==> src/rtl/ifu.sv <==
// Instruction fetch unit: owns the PC, keeps at most one instruction-memory request
// in flight and hands each fetched word with its PC to decode over valid/ready.
module ifu #(
    parameter logic [31:0] RESET_PC  = 32'h8000_0000,
    parameter logic [31:0] NOP_INSTR = 32'h0000_0013
) (
    input  logic        clk,
    input  logic        rst,
    output logic        imem_req_valid,
    input  logic        imem_req_ready,
    output logic [31:0] imem_req_addr,
    input  logic        imem_rsp_valid,
    input  logic [31:0] imem_rsp_data,
    input  logic        imem_rsp_err,
    input  logic        redirect_valid,
    input  logic [31:0] redirect_pc,
    output logic        id_valid,
    input  logic        id_ready,
    output logic [31:0] id_instr,
    output logic [31:0] id_pc,
    output logic        id_fault
);

    typedef enum logic [2:0] {
        IDLE = 3'd0,
        REQ  = 3'd1,
        WAIT = 3'd2,
        HOLD = 3'd3,
        DROP = 3'd4
    } state_t;

    state_t      state_r;
    state_t      norm_next_s;
    state_t      redir_next_s;
    state_t      next_state_s;
    logic [31:0] pc_r;
    logic [31:0] pc_next_s;
    logic [31:0] ir_instr_r;
    logic [31:0] ir_pc_r;
    logic        ir_fault_r;
    logic        ir_load_s;
    logic        ir_we_s;
    logic [31:0] ir_instr_s;
    logic        ir_fault_s;
    logic        pc_inc_s;
    logic        aligned_s;
    logic        accept_s;

    // A misaligned PC never reaches memory, so it can never be accepted either.
    assign aligned_s = (pc_r[1:0] == 2'b00);
    assign accept_s  = (state_r == REQ) && aligned_s && imem_req_ready;
    assign ir_we_s   = ir_load_s && !redirect_valid;

    // Normal (no redirect) transitions and instruction-register load data.
    always_comb begin
        norm_next_s = state_r;
        ir_load_s   = 1'b0;
        ir_instr_s  = NOP_INSTR;
        ir_fault_s  = 1'b0;
        pc_inc_s    = 1'b0;
        case (state_r)
            IDLE: norm_next_s = REQ;
            REQ: begin
                if (!aligned_s) begin
                    ir_load_s   = 1'b1;
                    ir_fault_s  = 1'b1;
                    norm_next_s = HOLD;
                end else if (imem_req_ready) begin
                    norm_next_s = WAIT;
                end else begin
                    norm_next_s = REQ;
                end
            end
            WAIT: begin
                if (imem_rsp_valid) begin
                    ir_load_s   = 1'b1;
                    ir_instr_s  = imem_rsp_err ? NOP_INSTR : imem_rsp_data;
                    ir_fault_s  = imem_rsp_err;
                    norm_next_s = HOLD;
                end else begin
                    norm_next_s = WAIT;
                end
            end
            HOLD: begin
                if (id_ready) begin
                    pc_inc_s    = 1'b1;
                    norm_next_s = REQ;
                end else begin
                    norm_next_s = HOLD;
                end
            end
            DROP: norm_next_s = imem_rsp_valid ? REQ : DROP;
            default: norm_next_s = IDLE;
        endcase
    end

    // Redirect transitions: any request already accepted must be drained through DROP.
    always_comb begin
        redir_next_s = IDLE;
        case (state_r)
            IDLE:    redir_next_s = REQ;
            REQ:     redir_next_s = accept_s ? DROP : REQ;
            WAIT:    redir_next_s = imem_rsp_valid ? REQ : DROP;
            HOLD:    redir_next_s = REQ;
            DROP:    redir_next_s = DROP;
            default: redir_next_s = IDLE;
        endcase
    end

    // Redirect overrides both the state transition and the PC update.
    always_comb begin
        next_state_s = redirect_valid ? redir_next_s : norm_next_s;
        if (redirect_valid) begin
            pc_next_s = redirect_pc;
        end else if (pc_inc_s) begin
            pc_next_s = pc_r + 32'd4;
        end else begin
            pc_next_s = pc_r;
        end
    end

    // State, PC and instruction register.
    always_ff @(posedge clk) begin
        if (rst) begin
            state_r    <= IDLE;
            pc_r       <= RESET_PC;
            ir_instr_r <= NOP_INSTR;
            ir_pc_r    <= RESET_PC;
            ir_fault_r <= 1'b0;
        end else begin
            state_r <= next_state_s;
            pc_r    <= pc_next_s;
            if (ir_we_s) begin
                ir_instr_r <= ir_instr_s;
                ir_pc_r    <= pc_r;
                ir_fault_r <= ir_fault_s;
            end
        end
    end

    assign imem_req_valid = (state_r == REQ) && aligned_s;
    assign imem_req_addr  = pc_r;
    assign id_valid       = (state_r == HOLD);
    assign id_instr       = ir_instr_r;
    assign id_pc          = ir_pc_r;
    assign id_fault       = ir_fault_r;

endmodule
==> config.mk <==
export PLATFORM = sky130hd
export DESIGN_NAME = ifu
export DESIGN_NICKNAME = d
export VERILOG_FILES = /design/src/rtl/ifu.sv
export SDC_FILE = /design/constraint.sdc
export NUM_CORES = 1
export LEC_CHECK = 0
export BUFFER_PORTS_ARGS = -buffer_cell sky130_fd_sc_hd__buf_2
export CAP_MARGIN = 20
export CORE_UTILIZATION = 48
export DETAILED_ROUTE_END_ITERATION = 12
export PLACE_DENSITY = 0.8
export REMOVE_ABC_BUFFERS = 1
export SKIP_LAST_GASP = 1
export SYNTH_ARGS = -nofsm -noshare
export SYNTH_HDL_FRONTEND = slang
export SYNTH_SLANG_ARGS = --single-unit
==> constraint.sdc <==
create_clock -name clk -period 2.1 [get_ports clk]
set_input_delay 0.21 -clock clk [delete_from_list [all_inputs] [get_ports clk]]
set_output_delay 0.21 -clock clk [all_outputs]
set_load 0.01 [all_outputs]
==> out/results.tsv, run 1 <==
stage	metric	value	unit
worst_setup_path	path_cells	buf_4 > nor2b_2 > nor3b_1 > buf_2	
synthesis	seq_area_frac_synth	41.1	%
synthesis	synth_top_cell_by_area	dfxtp_1	
sta	setup_viol_count_final	0	
pwr	powerDensity	637	nW/um^2
clock_network	htree_levels	3	
synthesis	yosysMostFrequentCell	dfxtp_1	
final_layout	drive_above_1_share	31.5	%
pwr	p_leak	2.54	nW
worst_hold_path	min_from	redirect_pc[0]	
sta	final_max_slew_viol_count	0	
final_layout	fillers	884	
clock_network	clk_pin_slew	100	ps
sta	fin_crit_sh	92.7	%
grt	overflow	0	
grt	grt.total_usage	27.3	%
clock_network	cts_root_buffer	clkbuf_8	
clock_network	ctsHoldBuffers	0	
worst_setup_path	crit_start	state_r[0]	
synthesis	syn_area	4870	um^2
routing	vias	5258	
final_layout	diodes	0	
sta	worst_slew_pin_slew	605	ps
worst_setup_path	crit_path_top_delay_cell	dfxtp_1	
sta	maxClockFrequency	514	MHz
grt	grt_pass1_wl	23000	um
sta	relSlewSlack	59.6	%
worst_setup_path	r2r_start	imem_req_addr[3]	
grt	grt_pass1_vias	4720	
routing	first_pass_iters	5	
sta	finalHoldViolations	0	
placement	gp_congestion	0.835	
worst_setup_path	crit_buf_inv	2	
synthesis	yosysWarnings	0	
routing	drc	0	
floorplan	start_util	49.6	%
routing	viasPerCell	6.01	
placement	portBuffers	169	
worst_setup_path	cpPeakStageDelay	410	ps
sta	rsz0062_at_grt	false	
final_layout	fin_nets	809	
floorplan	die_h	103	um
clock_network	cts_setup_buffers	0	
clock_network	worstSkewPairLatency	360	ps
routing	finalWirelength	14600	um
worst_hold_path	hold_path_class	primary input to flip-flop	
synthesis	synth_top_cell_area_share	41.1	%
placement	hpwl	10200	um
routing	wl_per_cell	16.7	um
synthesis	syn_avg_cell_area	8.25	um^2
clock_network	numCtsBuffers	9	
floorplan	core_area	9820	um^2
clock_network	cts_buffer_depth	2	
synthesis	synthCells	590	
synthesis	synth_cell_types	57	
sta	fin_crit	1950	ps
floorplan	num_rows	36	
floorplan	die-width	103	um
sta	finalClockSkew	9.10	ps
floorplan	dieArea	10600	um^2
worst_setup_path	crit_path_max_fanout	8	
worst_setup_path	worstSetupEndpointType	output pin	
synthesis	async_flop_share	0	%
final_layout	final_util	61.7	%
worst_setup_path	criticalPathCategory	flip-flop to output pin	
synthesis	synth-edff-count	0	
clock_network	numClockSinks	100	
worst_setup_path	crit_family	simple AND/OR/NAND/NOR gates	
placement	placed_area	5850	um^2
floorplan	ios	170	
worst_setup_path	cp-start-kind	flip-flop	
routing	drt_iter0_markers	456	
synthesis	yosys-top-cells-count	100 x dfxtp_1, 75 x a21oi_1, 69 x o21ai_0, 43 x nand3_1	
worst_setup_path	cp_data_required_time	1890	ps
final_layout	final_cell_area	6060	um^2
clock_network	cts_resized	0	
synthesis	ys_ff_latch	100	
clock_network	cts_tree	built	
pwr	p_total	0.00386	W
grt	grt_start_max_net_pins	56	
sta	tns	0	ps
routing	drtAntennaViolNets	0	
pwr	ir_worst_vdd	0.000436	V
final_layout	area_delta_synth_final	24.4	%
synthesis	ys.flop_type	dfxtp_1	
worst_setup_path	arrival	1740	ps
run	drv_cap	0	
synthesis	netlist_top_cells_area	dfxtp_1 41%, a21oi_1 7.7%, o21ai_0 7.1%	
run_status	status	completed	
grt	antenna_found_initial	0	
==> flip-flops by register name (all words and copies together) (netlist names) <==
signal / flops
imem_req_addr: 32
state_r: 3
id_pc: 32
id_instr: 32
id_fault: 1
==> logic make-up after synthesis <==
group,Yosys count,share of synthesized area (%)
buffers and inverters,73,6.58
xor gates and xnor gates,9,1.62
DFF,100,41.1
muxes,2,0.411
AOI/OAI and AO/OA,191,23.1
adders and majority gates,1,0.257
and+or+nand+nor,214,26.9
==> placed cells by master, fill, tap and decap left out, types with 6 or more instances in the layout <==
master / synthesis / final
inv_1: 13 / 13
nand3_1: 43 / 43
a21oi_1: 75 / 74
buf_4: 2 / 27
nor4_1: 16 / 15
a211oi_1: 13 / 13
clkbuf_8: 0 / 9
o21ai_0: 69 / 69
nand2_1: 21 / 21
nor3b_1: 6 / 6
buf_2: 13 / 168
and4_1: 17 / 17
nor2_1: 31 / 29
dfxtp_1: 100 / 99
nand4_1: 38 / 38
==> metrics by stage <==
step           hold slack [ps]  worst slack [ps]  cells
6_report                  80.6               154    875
5_1_grt                   82.9              17.3    875
4_1_cts                   70.9              29.7    875
3_5_place_dp               453               194    859
3_3_place_gp               444               295    859
2_1_floorplan              279             -1170    530
==> worst min-delay path: stages <==
cell and delay [ps]:
buf_2 70, mux2i_1 60, nor2_1 70
==> cell type report <==
type,instances,area (um^2),area share [%]
inverters,13,48.8,0.805
multi-input cells,417,2580,42.5
well taps,133,166,2.75
flip-flops and latches,100,2000,33.1
repair buffers,196,1060,17.6
clock inverters,7,75.1,1.24
clock buffers,9,124,2.04
==> per-layer routing <==
layer / share of wire, % / track usage [%] / routed length [um]
met2: 47 / 43.4 / 6940
met3: 5.7 / 3.25 / 829
met5: 0 / 0 / 0
met1: 44 / 37.6 / 6510
met4: 2.5 / 11.3 / 369
==> final timing paths <==
path	endpoint	slack, ps	cells after the start
max	imem_req_valid	150	4
min	imem_req_addr[0]	80	3
max reg2reg	imem_req_addr[28]	280	5
min reg2reg	id_pc[15]	480	2
==> report_power, final <==
part / internal [W] / switching [W]
clock: 0.000555 / 0.000708
sequential: 0.00196 / 0.0000866
combinational: 0.000212 / 0.000341
total: 0.00272 / 0.00114
Power figures use the tool's default switching activity.
==> inputs of run 2 (changes only) <==
Settings changed: CORE_ASPECT_RATIO set to 1.75.
Clock period 2.1 ns to 1.8 ns, I/O delays scaled along.
==> out/results.tsv, run 2 (same netlist as run 1, synthesis figures left out) <==
stage	metric	value	unit	change
run	drv_cap	0		unchanged
placement	placed_area	6040	um^2	was 5850 um^2
sta	finalHoldViolations	0		unchanged
worst_setup_path	r2r_start	state_r[1]		was imem_req_addr[3]
clock_network	cts_buffer_depth	2		unchanged
pwr	p_leak	2.75	nW	was 2.54 nW
grt	overflow	0		unchanged
final_layout	diodes	0		unchanged
sta	worst_slew_pin_slew	505	ps	was 605 ps
worst_setup_path	crit_buf_inv	1		was 2
sta	tns	0	ps	unchanged
clock_network	numClockSinks	100		unchanged
worst_setup_path	cpPeakStageDelay	420	ps	was 410 ps
final_layout	drive_above_1_share	34.4	%	was 31.5%
run_status	status	completed		unchanged
worst_setup_path	crit_path_max_fanout	6		was 8
clock_network	cts_root_buffer	clkbuf_16		was clkbuf_8
clock_network	worstSkewPairLatency	340	ps	was 360 ps
grt	grt_start_max_net_pins	65		was 56
final_layout	final_cells	889		was 875
floorplan	start_util	49.4	%	was 49.6%
final_layout	layout_common_cells	168 x buf_2, 97 x dfxtp_1, 74 x a21oi_1		was 168 x buf_2, 99 x dfxtp_1, 74 x a21oi_1
clock_network	htree_levels	3		unchanged
floorplan	num_rows	48		was 36
worst_setup_path	worstReg2RegEnd	imem_req_addr[28]		unchanged
worst_setup_path	path_cells	and4b_2 > buf_4 > and4_1 > nand2_1 > a2111oi_2		was buf_4 > nor2b_2 > nor3b_1 > buf_2
clock_network	cts_tree	built		unchanged
sta	final_max_slew_viol_count	0		unchanged
grt	antenna_found_initial	0		unchanged
sta	rsz0062_at_grt	true		was false
worst_setup_path	r2r_cells	5		unchanged
worst_hold_path	hold_path_class	primary input to flip-flop		unchanged
placement	pre_cts_slack	-77.2	ps	was 194 ps
worst_setup_path	criticalPathCategory	flip-flop to flip-flop		was flip-flop to output pin
pwr	powerDensity	790	nW/um^2	was 637 nW/um^2
routing	drc	0		unchanged
routing	finalWirelength	15700	um	was 14600 um
final_layout	fin_nets	831		was 809
worst_setup_path	crit_start	state_r[1]		was state_r[0]
worst_setup_path	cp-start-kind	flip-flop		unchanged
final_layout	final_cell_area	6450	um^2	was 6060 um^2
placement	hpwl	10800	um	was 10200 um
placement	portBuffers	169		unchanged
sta	setup_viol_count_final	0		unchanged
grt	grt_pass1_vias	4998		was 4720
routing	drtAntennaViolNets	0		unchanged
floorplan	core_area	9850	um^2	was 9820 um^2
worst_setup_path	rrSetupSlack	40	ps	was 280 ps
sta	fin_crit_sh	97.8	%	
floorplan	die_h	135	um	was 103 um
pwr	ir_worst_vdd	0.000683	V	was 0.000436 V
worst_hold_path	holdPathStages	3		unchanged
routing	first_pass_iters	6		was 5
floorplan	dieArea	10600	um^2	about the same
routing	vias	5407		was 5258
routing	viasPerCell	6.08		was 6.01
sta	relSlewSlack	66.1	%	was 59.6%
sta	maxClockFrequency	568	MHz	
placement	dp_cells	869		was 859
worst_setup_path	crit_family	simple AND/OR/NAND/NOR gates		unchanged
routing	drt_iter0_markers	418		was 456
final_layout	area_delta_synth_final	32.5	%	was 24.4%
final_layout	layout_commonest_cell	buf_2		unchanged
routing	wl_per_cell	17.7	um	was 16.7 um
floorplan	die-width	78.1	um	was 103 um
worst_hold_path	min_from	redirect_pc[1]		was redirect_pc[0]
sta	fin_crit	1760	ps	
sta	setup_ws	40.1	ps	was 154 ps
worst_setup_path	crit_path_top_delay_cell	dfxtp_1		unchanged
clock_network	clk_pin_slew	70	ps	was 100 ps
grt	grt.total_usage	28.4	%	was 27.3%
sta	finalClockSkew	8.78	ps	was 9.10 ps
placement	gp_congestion	0.898		was 0.835
grt	grt_pass1_wl	23900	um	was 23000 um
worst_setup_path	worstSetupEndpointType	flip-flop		was output pin
worst_setup_path	arrival	1970	ps	was 1740 ps
pwr	p_total	0.00509	W	was 0.00386 W
clock_network	numCtsBuffers	9		unchanged
worst_hold_path	min_to	imem_req_addr[1]		was imem_req_addr[0]
floorplan	ios	170		unchanged
worst_setup_path	cp_data_required_time	2010	ps	was 1890 ps
## run 2: power by group
part,internal [W],switching [W]
clock,0.00115,0.000818
combinational,0.000309,0.000445
sequential,0.00228,0.0000868
total,0.00374,0.00135
## run 2: worst register-to-register path, stage by stage (launching register included)
cell	delay, ps
dfxtp_1	420
and4b_2	350
buf_4	180
and4_1	200
nand2_1	100
a2111oi_2	380
## run 2: how the worst max path moves through the flow
| stage | endpoint | slack (ps) | depth (start not counted) |
|---|---|---|---|
| floorplan | id_fault | -1470 | 4 |
| global placement | imem_req_addr[14] | -10 | 4 |
| detailed placement | imem_req_addr[14] | -80 | 4 |
| CTS | imem_req_addr[28] | 5 | 4 |
| global route | imem_req_addr[28] | -60 | 5 |
| finish | imem_req_addr[28] | 40 | 5 |
## run 2: area by class of cell
cell class | instances | area (um^2)
multi-input combinational | 417 | 2630
tap | 125 | 156
clock inverter | 4 | 47.5
fill | 855 | 3400
timing repair buffer | 218 | 1310
clock buffer | 12 | 256
sequential | 100 | 2010
inverter | 13 | 48.8
## run 2: stage by stage
step                      hold WS [ps]  utilization (%)
final                             75.9             65.5
after global routing              87.1             65.5
after CTS                         65.3             64.5
after detailed placement           422             61.3
after global placement             419             61.3
after floorplan                    249                -
## run 2: repair_timing
| item | in CTS | in global routing |
|---|---|---|
| cloned | 0 | 0 |
| buffers inserted | 0 | 4 |
| resized for setup | 3 | 14 |
| hold endpoints to repair | 0 | 0 |
| endpoints found under the setup margin | 3 | 13 |
| pin swaps | 1 | 2 |
| hold buffers | 0 | 0 |
## run 2: metal layers
metal | share of wire [%] | wire, um | vias up | track usage, %
li1 | - | - | 2563 | -
met2 | 53 | 8290 | 258 | 50.8
met1 | 37 | 5830 | 2526 | 31.8
met5 | 0 | 0 | - | 0
met4 | 4.3 | 680 | 0 | 16.0
met3 | 5.8 | 906 | 60 | 3.77
